--- src/rtl/hazard_scoreboard_if.sv ---
// D-stage hazard query bundle: decoder fields in, stall/forward decisions out.
// The master drives the D-stage fields; the scoreboard is the slave.
interface hazard_scoreboard_if #(
   parameter int unsigned AW = 5,
   parameter int unsigned TW = 2
);
   logic [AW-1:0] d_rs;
   logic [AW-1:0] d_rt;
   logic [TW-1:0] d_tuse_rs;
   logic [TW-1:0] d_tuse_rt;
   logic [AW-1:0] d_dst;
   logic          d_regwrite;
   logic [TW-1:0] d_tnew;
   logic          d_md_start;
   logic          d_md_is_div;
   logic          d_md_use;
   logic          stall;
   logic          e_bubble;
   logic [1:0]    fwd_rs;
   logic [1:0]    fwd_rt;
   logic          md_busy;

   modport master (
      output d_rs, d_rt, d_tuse_rs, d_tuse_rt, d_dst, d_regwrite, d_tnew,
             d_md_start, d_md_is_div, d_md_use,
      input  stall, e_bubble, fwd_rs, fwd_rt, md_busy
   );

   modport slave (
      input  d_rs, d_rt, d_tuse_rs, d_tuse_rt, d_dst, d_regwrite, d_tnew,
             d_md_start, d_md_is_div, d_md_use,
      output stall, e_bubble, fwd_rs, fwd_rt, md_busy
   );
endinterface

--- src/rtl/hazard_scoreboard.sv ---
// Tuse/Tnew hazard controller for a 5-stage MIPS pipeline with E/M/W writer
// shadows, nearest-stage forwarding and a HI/LO multiply/divide busy counter.
module hazard_scoreboard #(
   parameter int unsigned AW       = 5,
   parameter int unsigned TW       = 2,
   parameter int unsigned MULT_LAT = 5,
   parameter int unsigned DIV_LAT  = 10
) (
   input logic                clk,
   input logic                rst_n,
   hazard_scoreboard_if.slave bus
);

   localparam int unsigned MAX_LAT = (MULT_LAT > DIV_LAT) ? MULT_LAT : DIV_LAT;
   localparam int unsigned CW      = $clog2(MAX_LAT + 1);

   typedef struct packed {
      logic [AW-1:0] dst;
      logic          rw;
      logic [TW-1:0] tnew;
   } stage_t;

   typedef struct packed {
      logic          hit;
      logic [1:0]    code;
      logic [TW-1:0] tnew;
   } lookup_t;

   function automatic logic [TW-1:0] sat_dec(input logic [TW-1:0] t);
      return (t == '0) ? '0 : t - TW'(1);
   endfunction

   function automatic stage_t advance(input stage_t s);
      stage_t n;
      n      = s;
      n.tnew = sat_dec(s.tnew);
      return n;
   endfunction

   // Nearest writer wins: E shadows M, which shadows W. $0 never matches.
   function automatic lookup_t lookup(input logic [AW-1:0] a, input stage_t e,
                                      input stage_t m, input stage_t w);
      lookup_t h;
      h = '0;
      if (a != '0) begin
         if (e.rw && e.dst == a) begin
            h = '{hit: 1'b1, code: 2'd1, tnew: e.tnew};
         end else if (m.rw && m.dst == a) begin
            h = '{hit: 1'b1, code: 2'd2, tnew: m.tnew};
         end else if (w.rw && w.dst == a) begin
            h = '{hit: 1'b1, code: 2'd3, tnew: w.tnew};
         end
      end
      return h;
   endfunction

   stage_t         r_e, r_m, r_w;
   logic [CW-1:0]  r_md_cnt;

   stage_t         w_d_stage;
   lookup_t        w_rs, w_rt;
   logic           w_stall_rs, w_stall_rt, w_stall_md, w_stall, w_md_busy;
   logic [1:0]     w_fwd_rs, w_fwd_rt;

   always_comb begin
      w_d_stage  = '{dst: bus.d_dst, rw: bus.d_regwrite, tnew: sat_dec(bus.d_tnew)};
      w_rs       = lookup(bus.d_rs, r_e, r_m, r_w);
      w_rt       = lookup(bus.d_rt, r_e, r_m, r_w);
      w_stall_rs = w_rs.hit && (w_rs.tnew > bus.d_tuse_rs);
      w_stall_rt = w_rt.hit && (w_rt.tnew > bus.d_tuse_rt);
      w_fwd_rs   = (w_rs.hit && w_rs.tnew == '0) ? w_rs.code : 2'd0;
      w_fwd_rt   = (w_rt.hit && w_rt.tnew == '0) ? w_rt.code : 2'd0;
      w_md_busy  = (r_md_cnt != '0);
      w_stall_md = bus.d_md_use && w_md_busy;
      w_stall    = w_stall_rs || w_stall_rt || w_stall_md;
   end

   assign bus.stall    = w_stall;
   assign bus.e_bubble = w_stall;
   assign bus.fwd_rs   = w_fwd_rs;
   assign bus.fwd_rt   = w_fwd_rt;
   assign bus.md_busy  = w_md_busy;

   always_ff @(posedge clk or negedge rst_n) begin
      if (!rst_n) begin
         r_e      <= '0;
         r_m      <= '0;
         r_w      <= '0;
         r_md_cnt <= '0;
      end else begin
         r_w <= advance(r_m);
         r_m <= advance(r_e);
         r_e <= w_stall ? stage_t'('0) : w_d_stage;
         // A start held back by a data stall loads only on its accepting edge.
         if (bus.d_md_start && !w_stall) begin
            r_md_cnt <= bus.d_md_is_div ? CW'(DIV_LAT) : CW'(MULT_LAT);
         end else if (w_md_busy) begin
            r_md_cnt <= r_md_cnt - CW'(1);
         end
      end
   end

endmodule

--- src/flat_wrapper.sv ---
// flat-port wrapper written by rule: the top's interface ports become plain ports
module hazard_scoreboard_flat 
#(
   parameter int unsigned AW       = 5,
   parameter int unsigned TW       = 2,
   parameter int unsigned MULT_LAT = 5,
   parameter int unsigned DIV_LAT  = 10
)
  (clk, rst_n, bus_d_rs, bus_d_rt, bus_d_tuse_rs, bus_d_tuse_rt, bus_d_dst, bus_d_regwrite, bus_d_tnew, bus_d_md_start, bus_d_md_is_div, bus_d_md_use, bus_stall, bus_e_bubble, bus_fwd_rs, bus_fwd_rt, bus_md_busy);
  hazard_scoreboard_if #(.AW(AW), .TW(TW)) bus_i ();
  input logic clk;
  input logic rst_n;
  input wire logic [$bits(bus_i.d_rs)-1:0] bus_d_rs;
  input wire logic [$bits(bus_i.d_rt)-1:0] bus_d_rt;
  input wire logic [$bits(bus_i.d_tuse_rs)-1:0] bus_d_tuse_rs;
  input wire logic [$bits(bus_i.d_tuse_rt)-1:0] bus_d_tuse_rt;
  input wire logic [$bits(bus_i.d_dst)-1:0] bus_d_dst;
  input wire logic [$bits(bus_i.d_regwrite)-1:0] bus_d_regwrite;
  input wire logic [$bits(bus_i.d_tnew)-1:0] bus_d_tnew;
  input wire logic [$bits(bus_i.d_md_start)-1:0] bus_d_md_start;
  input wire logic [$bits(bus_i.d_md_is_div)-1:0] bus_d_md_is_div;
  input wire logic [$bits(bus_i.d_md_use)-1:0] bus_d_md_use;
  output wire logic [$bits(bus_i.stall)-1:0] bus_stall;
  output wire logic [$bits(bus_i.e_bubble)-1:0] bus_e_bubble;
  output wire logic [$bits(bus_i.fwd_rs)-1:0] bus_fwd_rs;
  output wire logic [$bits(bus_i.fwd_rt)-1:0] bus_fwd_rt;
  output wire logic [$bits(bus_i.md_busy)-1:0] bus_md_busy;
  assign bus_i.d_rs = bus_d_rs;
  assign bus_i.d_rt = bus_d_rt;
  assign bus_i.d_tuse_rs = bus_d_tuse_rs;
  assign bus_i.d_tuse_rt = bus_d_tuse_rt;
  assign bus_i.d_dst = bus_d_dst;
  assign bus_i.d_regwrite = bus_d_regwrite;
  assign bus_i.d_tnew = bus_d_tnew;
  assign bus_i.d_md_start = bus_d_md_start;
  assign bus_i.d_md_is_div = bus_d_md_is_div;
  assign bus_i.d_md_use = bus_d_md_use;
  assign bus_stall = bus_i.stall;
  assign bus_e_bubble = bus_i.e_bubble;
  assign bus_fwd_rs = bus_i.fwd_rs;
  assign bus_fwd_rt = bus_i.fwd_rt;
  assign bus_md_busy = bus_i.md_busy;
  hazard_scoreboard #(.AW(AW), .TW(TW), .MULT_LAT(MULT_LAT), .DIV_LAT(DIV_LAT)) u_core (.clk(clk), .rst_n(rst_n), .bus(bus_i));
endmodule
--- config.mk ---
export PLATFORM = sky130hd
export DESIGN_NAME = hazard_scoreboard_flat
export DESIGN_NICKNAME = d
export VERILOG_FILES = /design/src/rtl/hazard_scoreboard_if.sv /design/src/rtl/hazard_scoreboard.sv /design/src/flat_wrapper.sv
export SDC_FILE = /design/constraint.sdc
export NUM_CORES = 1
export LEC_CHECK = 0
export ABC_AREA = 1
export ABC_CLOCK_PERIOD_IN_PS = 3750
export BUFFER_PORTS_ARGS = -buffer_cell sky130_fd_sc_hd__buf_4
export CAP_MARGIN = 0
export CORE_ASPECT_RATIO = 1.5
export CORE_UTILIZATION = 60
export CTS_BUF_LIST = sky130_fd_sc_hd__clkbuf_4
export DETAILED_ROUTE_END_ITERATION = 10
export GPL_TIMING_DRIVEN = 1
export PLACE_DENSITY = 0.84
export SLEW_MARGIN = 20
export SYNTH_ARGS = -nofsm -noshare
export SYNTH_HDL_FRONTEND = slang
export SYNTH_SLANG_ARGS = --single-unit
--- constraint.sdc ---
create_clock -name clk -period 3.75 [get_ports clk]
set_clock_uncertainty 0.1 [all_clocks]
set_input_delay 0.1875 -clock clk [delete_from_list [all_inputs] [get_ports clk]]
set_output_delay 0.1875 -clock clk [all_outputs]
set_load 0.005 [all_outputs]
After elaboration in Yosys (flattened, before gate mapping)
Cells that the tools add are included.
{"block": "totals", "register_bits": 28, "input_bits": 27, "out_inout_bits": 7, "wordCells": 63}
{"block": "op_classes", "n_addsub": 4, "order_cmp": 2, "n_eq_ne": 6, "muxes": 17, "n_reduce_logical": 24}
{"cell": "2-to-1 mux 5 bit", "n": 8}
{"cell": "== test 5 bit", "n": 6}
{"cell": "logical AND 1 bit", "n": 12}
{"cell": "2-to-1 mux 4 bit", "n": 3}
{"cell": "logical NOT 2 bit", "n": 5}
{"cell": "2-to-1 mux 2 bit", "n": 5}
{"cell": "nonzero test 5 bit", "n": 2}
{"cell": "2-to-1 mux 8 bit", "n": 1}
{"cell": "subtractor 2 x 1 -> 2 bit (second input constant)", "n": 3}
{"cell": "> comparator 2 bit", "n": 2}
{"cell": "nonzero test 4 bit", "n": 1}
{"cell": "subtractor 4 x 1 -> 4 bit (second input constant)", "n": 1}
{"cell": "logical OR 1 bit", "n": 2}
{"cell": "nonzero test 2 bit", "n": 1}
{"cell": "logical NOT 1 bit", "n": 1}

Logic depth before layout (Yosys ltp)
{"block": "logic_depth", "ltp_word": 13, "depth_mapped": 21, "depth_no_buf": 21}

Least setup slack after synthesis
OpenSTA, ideal clock, no wires.
{"block": "synth_timing", "path_kind": "register -> register", "start": "register u_core.r_m[7] in the netlist's numbering", "end": "register u_core.r_md_cnt[1]", "setup_time_ns": 0.120, "t_arrival_ns": 2.141, "required_time_ns": 3.530, "path_slack_ns": 1.389, "path_stages_with_launch": 20, "path_buffers": 0, "period_less_slack_ns": 2.361, "cell_sequence": "dfrtp_1 inv_1 nand2_1 a21oi_1 nand3_2 nand2_1 inv_2 nand2_1 o211ai_1 nand2_1 inv_1 ha_1 a21oi_1 a21oi_1 nand3_4 nand2_1 nor2_1 nand3_1 o21ai_1 nand2_1"}
{"block": "synth_via", "elab_chain_cells": 12, "elab_cells_between_ends": 20, "classes_between": "2 x order compare; 2 x eq/ne; 7 x mux; 9 x reduce/logical"}
{"element": "start: declaration", "line_no": "hazard_scoreboard.sv:57", "rtl": "stage_t r_e, r_m, r_w;"}
{"element": "start signal: assignment", "line_no": "hazard_scoreboard.sv:92", "rtl": "r_m <= advance(r_e);"}
{"element": "== test 5 bit", "line_no": "hazard_scoreboard.sv:48", "rtl": "end else if (m.rw && m.dst == a) begin"}
{"element": "logical AND 1 bit", "line_no": "hazard_scoreboard.sv:48"}
{"element": "2-to-1 mux 5 bit", "line_no": "hazard_scoreboard.sv:48"}
{"element": "2-to-1 mux 5 bit", "line_no": "hazard_scoreboard.sv:46", "rtl": "if (e.rw && e.dst == a) begin"}
{"element": "2-to-1 mux 5 bit", "line_no": "hazard_scoreboard.sv:45", "rtl": "if (a != '0) begin"}
{"element": "> comparator 2 bit, on equally long branches", "line_no": "hazard_scoreboard.sv:69, hazard_scoreboard.sv:70"}
{"element": "logical AND 1 bit, on equally long branches", "line_no": "hazard_scoreboard.sv:69, hazard_scoreboard.sv:70"}
{"element": "logical OR 1 bit (*) (2 in a row)", "line_no": "hazard_scoreboard.sv:75", "rtl": "w_stall = w_stall_rs || w_stall_rt || w_stall_md;"}
{"element": "logical NOT 1 bit (*)", "line_no": "hazard_scoreboard.sv:95", "rtl": "if (bus.d_md_start && !w_stall) begin"}
{"element": "logical AND 1 bit (*)", "line_no": "hazard_scoreboard.sv:95"}
{"element": "2-to-1 mux 4 bit or nonzero test 2 bit (tied branches)"}
{"element": "end signal: assignment", "line_no": "hazard_scoreboard.sv:96", "rtl": "r_md_cnt <= bus.d_md_is_div ? CW'(DIV_LAT) : CW'(MULT_LAT);"}
{"element": "end signal: assignment", "line_no": "hazard_scoreboard.sv:98", "rtl": "r_md_cnt <= r_md_cnt - CW'(1);"}
{"element": "end: declaration", "line_no": "hazard_scoreboard.sv:58", "rtl": "logic [CW-1:0] r_md_cnt;"}
Mark *: on every way between the ends. The rest lies on a longest branch, timed or not.
A chain may end at the register's enable or synchronous reset.

Final worst setup path
{"block": "layout_timing", "start": "register u_core.r_e[5] in the netlist's numbering", "end": "register u_core.r_e[0] in the netlist's numbering"}
{"block": "layout_via", "elab_chain_cells": 9, "elab_cells_between_ends": 15, "classes_between": "2 x order compare; 2 x eq/ne; 5 x mux; 6 x reduce/logical"}
{"element": "start: declaration", "line_no": "hazard_scoreboard.sv:57"}
{"element": "start signal: assignment", "line_no": "hazard_scoreboard.sv:93", "rtl": "r_e <= w_stall ? stage_t'('0) : w_d_stage;"}
{"element": "== test 5 bit", "line_no": "hazard_scoreboard.sv:46"}
{"element": "logical AND 1 bit", "line_no": "hazard_scoreboard.sv:46"}
{"element": "2-to-1 mux 5 bit", "line_no": "hazard_scoreboard.sv:46"}
{"element": "2-to-1 mux 5 bit", "line_no": "hazard_scoreboard.sv:45"}
{"element": "> comparator 2 bit, on equally long branches", "line_no": "hazard_scoreboard.sv:69, hazard_scoreboard.sv:70"}
{"element": "logical AND 1 bit, on equally long branches", "line_no": "hazard_scoreboard.sv:69, hazard_scoreboard.sv:70"}
{"element": "logical OR 1 bit (*) (2 in a row)", "line_no": "hazard_scoreboard.sv:75"}
{"element": "2-to-1 mux 8 bit (*)", "line_no": "hazard_scoreboard.sv:93"}
Marked as above.

==> results.yml <==
run_status:
  status: "complete, no violations"
floorplanning:
  start_util_pct: 64.5
  top_level_ports: 34
  fp.dieW_um: 47.9
  coreArea_um2: 2940
  rows: 24
  die_h_um: 70.9
  dieArea_um2: 3390
setup_path:
  reg2regPathDepth: 18
  crit_path_top_delay_cell: "dlygate4sd3_1"
  critPathKind: "reg -> reg"
  cp-end-kind: "register"
  r2r_start: "u_core.r_e[5]$_DFF_PN0_"
  regToRegSetupSlack_ns: 0.66
  required_ns: 3.89
  path_common_cell: "nand2_1"
  max_stage_delay_ns: 0.53
  start_kind: "register"
  path_cells: "inv_1 > nand2_1 > nand2_1 > nor2_1 > nand3_4 > nand2_1 > o21ai_0 > nand2_1 > inv_1 > ha_1 > a21oi_1 > a21oi_1 > nand3_4 > nand2_1 > nor2_1 > nand2_1 > nor2_1 > dlygate4sd3_1"
  r2r_end: "u_core.r_e[0]$_DFF_PN0_"
  critical-path-top-delay-family: "simple AND/OR/NAND/NOR gates"
  path_depth: 18
  arrival_ns: 3.23
  worstPathMaxFanout: 6
  path_buf_inv: 3
cts:
  cts_root_buffer: "clkbuf_4"
  cts_hold_buf: 10
  cts_sinks: 28
  clk_pin_slew_ns: 0.16
  post_cts_buffers: 0
  clk_path_buf_depth: 2
  htreeDepth: 1
  cts_tree: "done"
  clkLatencyLatePin_ns: 0.34
  cts-resized-gates: 0
  cts_buffers: 3
flow_run:
  maxCapViolCount: 0
place:
  place_ws_ns: 1.02
  place_hpwl_um: 3520
  gp_congestion: 0.901
  portBuffers: 33
timing:
  worst_slack_ns: 0.662
  layout_min_cycle_time_ns: 3.09
  whs_ns: 0.0903
  tightest_slew_ns: 0.361
  max_slew_margin_pct: 76.0
  setup_viol: 0
  maxSlewViolCount: 0
  clock.fmax_ghz: 0.324
  post-route-period-util_pct: 82.3
  setup_tns_ns: 0
  final_hold_viol_count: 0
  rsz0062_at_grt: "no"
power:
  finalPower_w: 0.000887
  ir_worst_vdd_mv: 0.292
  power.density_nw_per_um2: 379
  leakagePower_nw: 1.33
yosys:
  synth_nets: 313
  yosys.area.top_type_share_pct: 36.9
  syn_inst: 280
  synthTopCellsByArea: "dfrtp_1 37%, nand2_1 18%, inv_1 8.7%"
  yosysUniqueCellTypes: 24
  ys_ff_latch: 28
  synth_warnings: 0
  yosysTopAreaCell: "dfrtp_1"
  synth_area_per_cell_um2: 6.77
  syn_area_um2: 1900
  ys_seq_area_share_pct: 36.9
grt:
  overflow: 0
  grt_pass1_vias: 1827
  grt_pass1_wl_um: 7530
  antenna_found_initial: 0
  grt_max_degree: 29
  grt_use_total_pct: 30.7
detailed_routing:
  drc: 0
  wl_per_cell_um: 12.4
  antenna_left: 0
  vias_per_cell: 5.20
  drtIter0Drc: 41
  dr.pass1.iters: 4
  num_vias: 1898
  routed_wirelength_um: 4510
finish:
  antenna_cells: 0
  drive_gt1_share_pct: 19.0
  fill_cells: 239
  syn_to_final_growth_pct: 23.3
  nNetsFinal: 360
hold_path:
  min_to: "u_core.r_md_cnt[2]$_DFFE_PN0P_"
  hold_path.class: "in -> reg"
  holdPathStages: 4
  min_from: "bus_d_md_is_div"
## final cells by class
class | count | area [um^2] | area share, %
clock buffer | 3 | 22.5 | 0.963
clock inverter | 1 | 30.0 | 1.28
inverter | 55 | 206 | 8.83
multi-input combinational | 196 | 982 | 42.0
sequential | 28 | 701 | 30.0
tap | 39 | 48.8 | 2.09
timing repair buffer | 43 | 348 | 14.9
## Yosys cell counts
library cell and instances:
nand3_1 9, o21ai_1 7, a21oi_1 6, nor2_4 3
o211ai_1 1, nand3_4 3, nand2_1 90, nand4_1 4
nand3b_1 1, dfrtp_1 28, o21a_1 1, o21bai_2 1
ha_1 6, xor2_1 3, buf_4 1, a31oi_1 3
nor2_2 1, inv_2 10, nand2_2 1, inv_1 44
nor2_1 43, clkinv_1 1, o21ai_0 7, nand3_2 6
## worst max path at each step
stage / end / start / slack [ns]
final: u_core.r_e[0]$_DFF_PN0_ / u_core.r_e[5]$_DFF_PN0_ / 0.66
after global routing: u_core.r_e[0]$_DFF_PN0_ / u_core.r_m[4]$_DFF_PN0_ / 0.40
after CTS: u_core.r_e[0]$_DFF_PN0_ / u_core.r_e[5]$_DFF_PN0_ / 0.65
after detailed placement: u_core.r_md_cnt[1]$_DFFE_PN0P_ / u_core.r_m[7]$_DFF_PN0_ / 1.02
after global placement: u_core.r_md_cnt[1]$_DFFE_PN0P_ / u_core.r_m[7]$_DFF_PN0_ / 1.09
after floorplan: u_core.r_md_cnt[1]$_DFFE_PN0P_ / u_core.r_m[7]$_DFF_PN0_ / 1.39
## flip-flops by register name, indices dropped and copies added, names as in the netlist
signal and count:
u_core.r_w 8, u_core.r_md_cnt 4, u_core.r_m 8, u_core.r_e 8
## cell usage in the layout (no fill, tap or decap), types with 3 or more instances in the layout
| cell | Yosys | final |
|---|---|---|
| clkbuf_4 | 0 | 3 |
| nor2_1 | 43 | 43 |
| inv_2 | 10 | 10 |
| a31oi_1 | 3 | 3 |
| o21ai_0 | 7 | 7 |
| inv_1 | 44 | 44 |
| o21ai_1 | 7 | 7 |
| xor2_1 | 3 | 3 |
| ha_1 | 6 | 6 |
| nand3_2 | 6 | 6 |
| nand3_1 | 9 | 9 |
| dfrtp_1 | 28 | 28 |
| buf_4 | 1 | 33 |
| dlygate4sd3_1 | 0 | 10 |
| nand3_4 | 3 | 3 |
| nor2_4 | 3 | 3 |
| nand4_1 | 4 | 4 |
| a21oi_1 | 6 | 6 |
| nand2_1 | 90 | 90 |
## power breakdown
part,switching (W),internal (W)
Sequential,0.0000347,0.000349
Combinational,0.000178,0.000122
Clock,0.0000942,0.000108
Total,0.000307,0.000579
## logic make-up (layout without fill, tap and decap cells)
logic type | Yosys count | in the layout | synth area share (%)
flip-flops | 28 | 28 | 36.9
XOR/XNOR | 3 | 3 | 1.39
AND/OR/NAND/NOR | 161 | 161 | 38.8
AO/OA/AOI/OAI | 26 | 26 | 7.65
buffers and inverters | 56 | 102 | 11.3
adder cells (fa/ha/maj) | 6 | 6 | 3.96
## per-layer routing
metal / GRT usage [%] / vias to the layer above / share of wire [%]
li1: - / 943 / -
met1: 36.5 / 899 / 39
met2: 54.8 / 47 / 56
met3: 2.04 / 9 / 2.9
met4: 10.2 / 0 / 2.1
met5: 0 / - / 0
## worst min-delay path, cell delays in order
cell and delay [ns]:
buf_4 0.07, inv_1 0.03, nand3_1 0.13, a21oi_1 0.08
## per-stage QoR
stage / cells / instance area (um^2) / utilization, %
floorplan: 280 / 1900 / -
global placement: 351 / 2190 / 74.3
detailed placement: 351 / 2190 / 74.3
CTS: 365 / 2340 / 79.5
global route: 365 / 2340 / 79.5
finish: 365 / 2340 / 79.5
No activity file was read; power rests on OpenSTA's default activity.
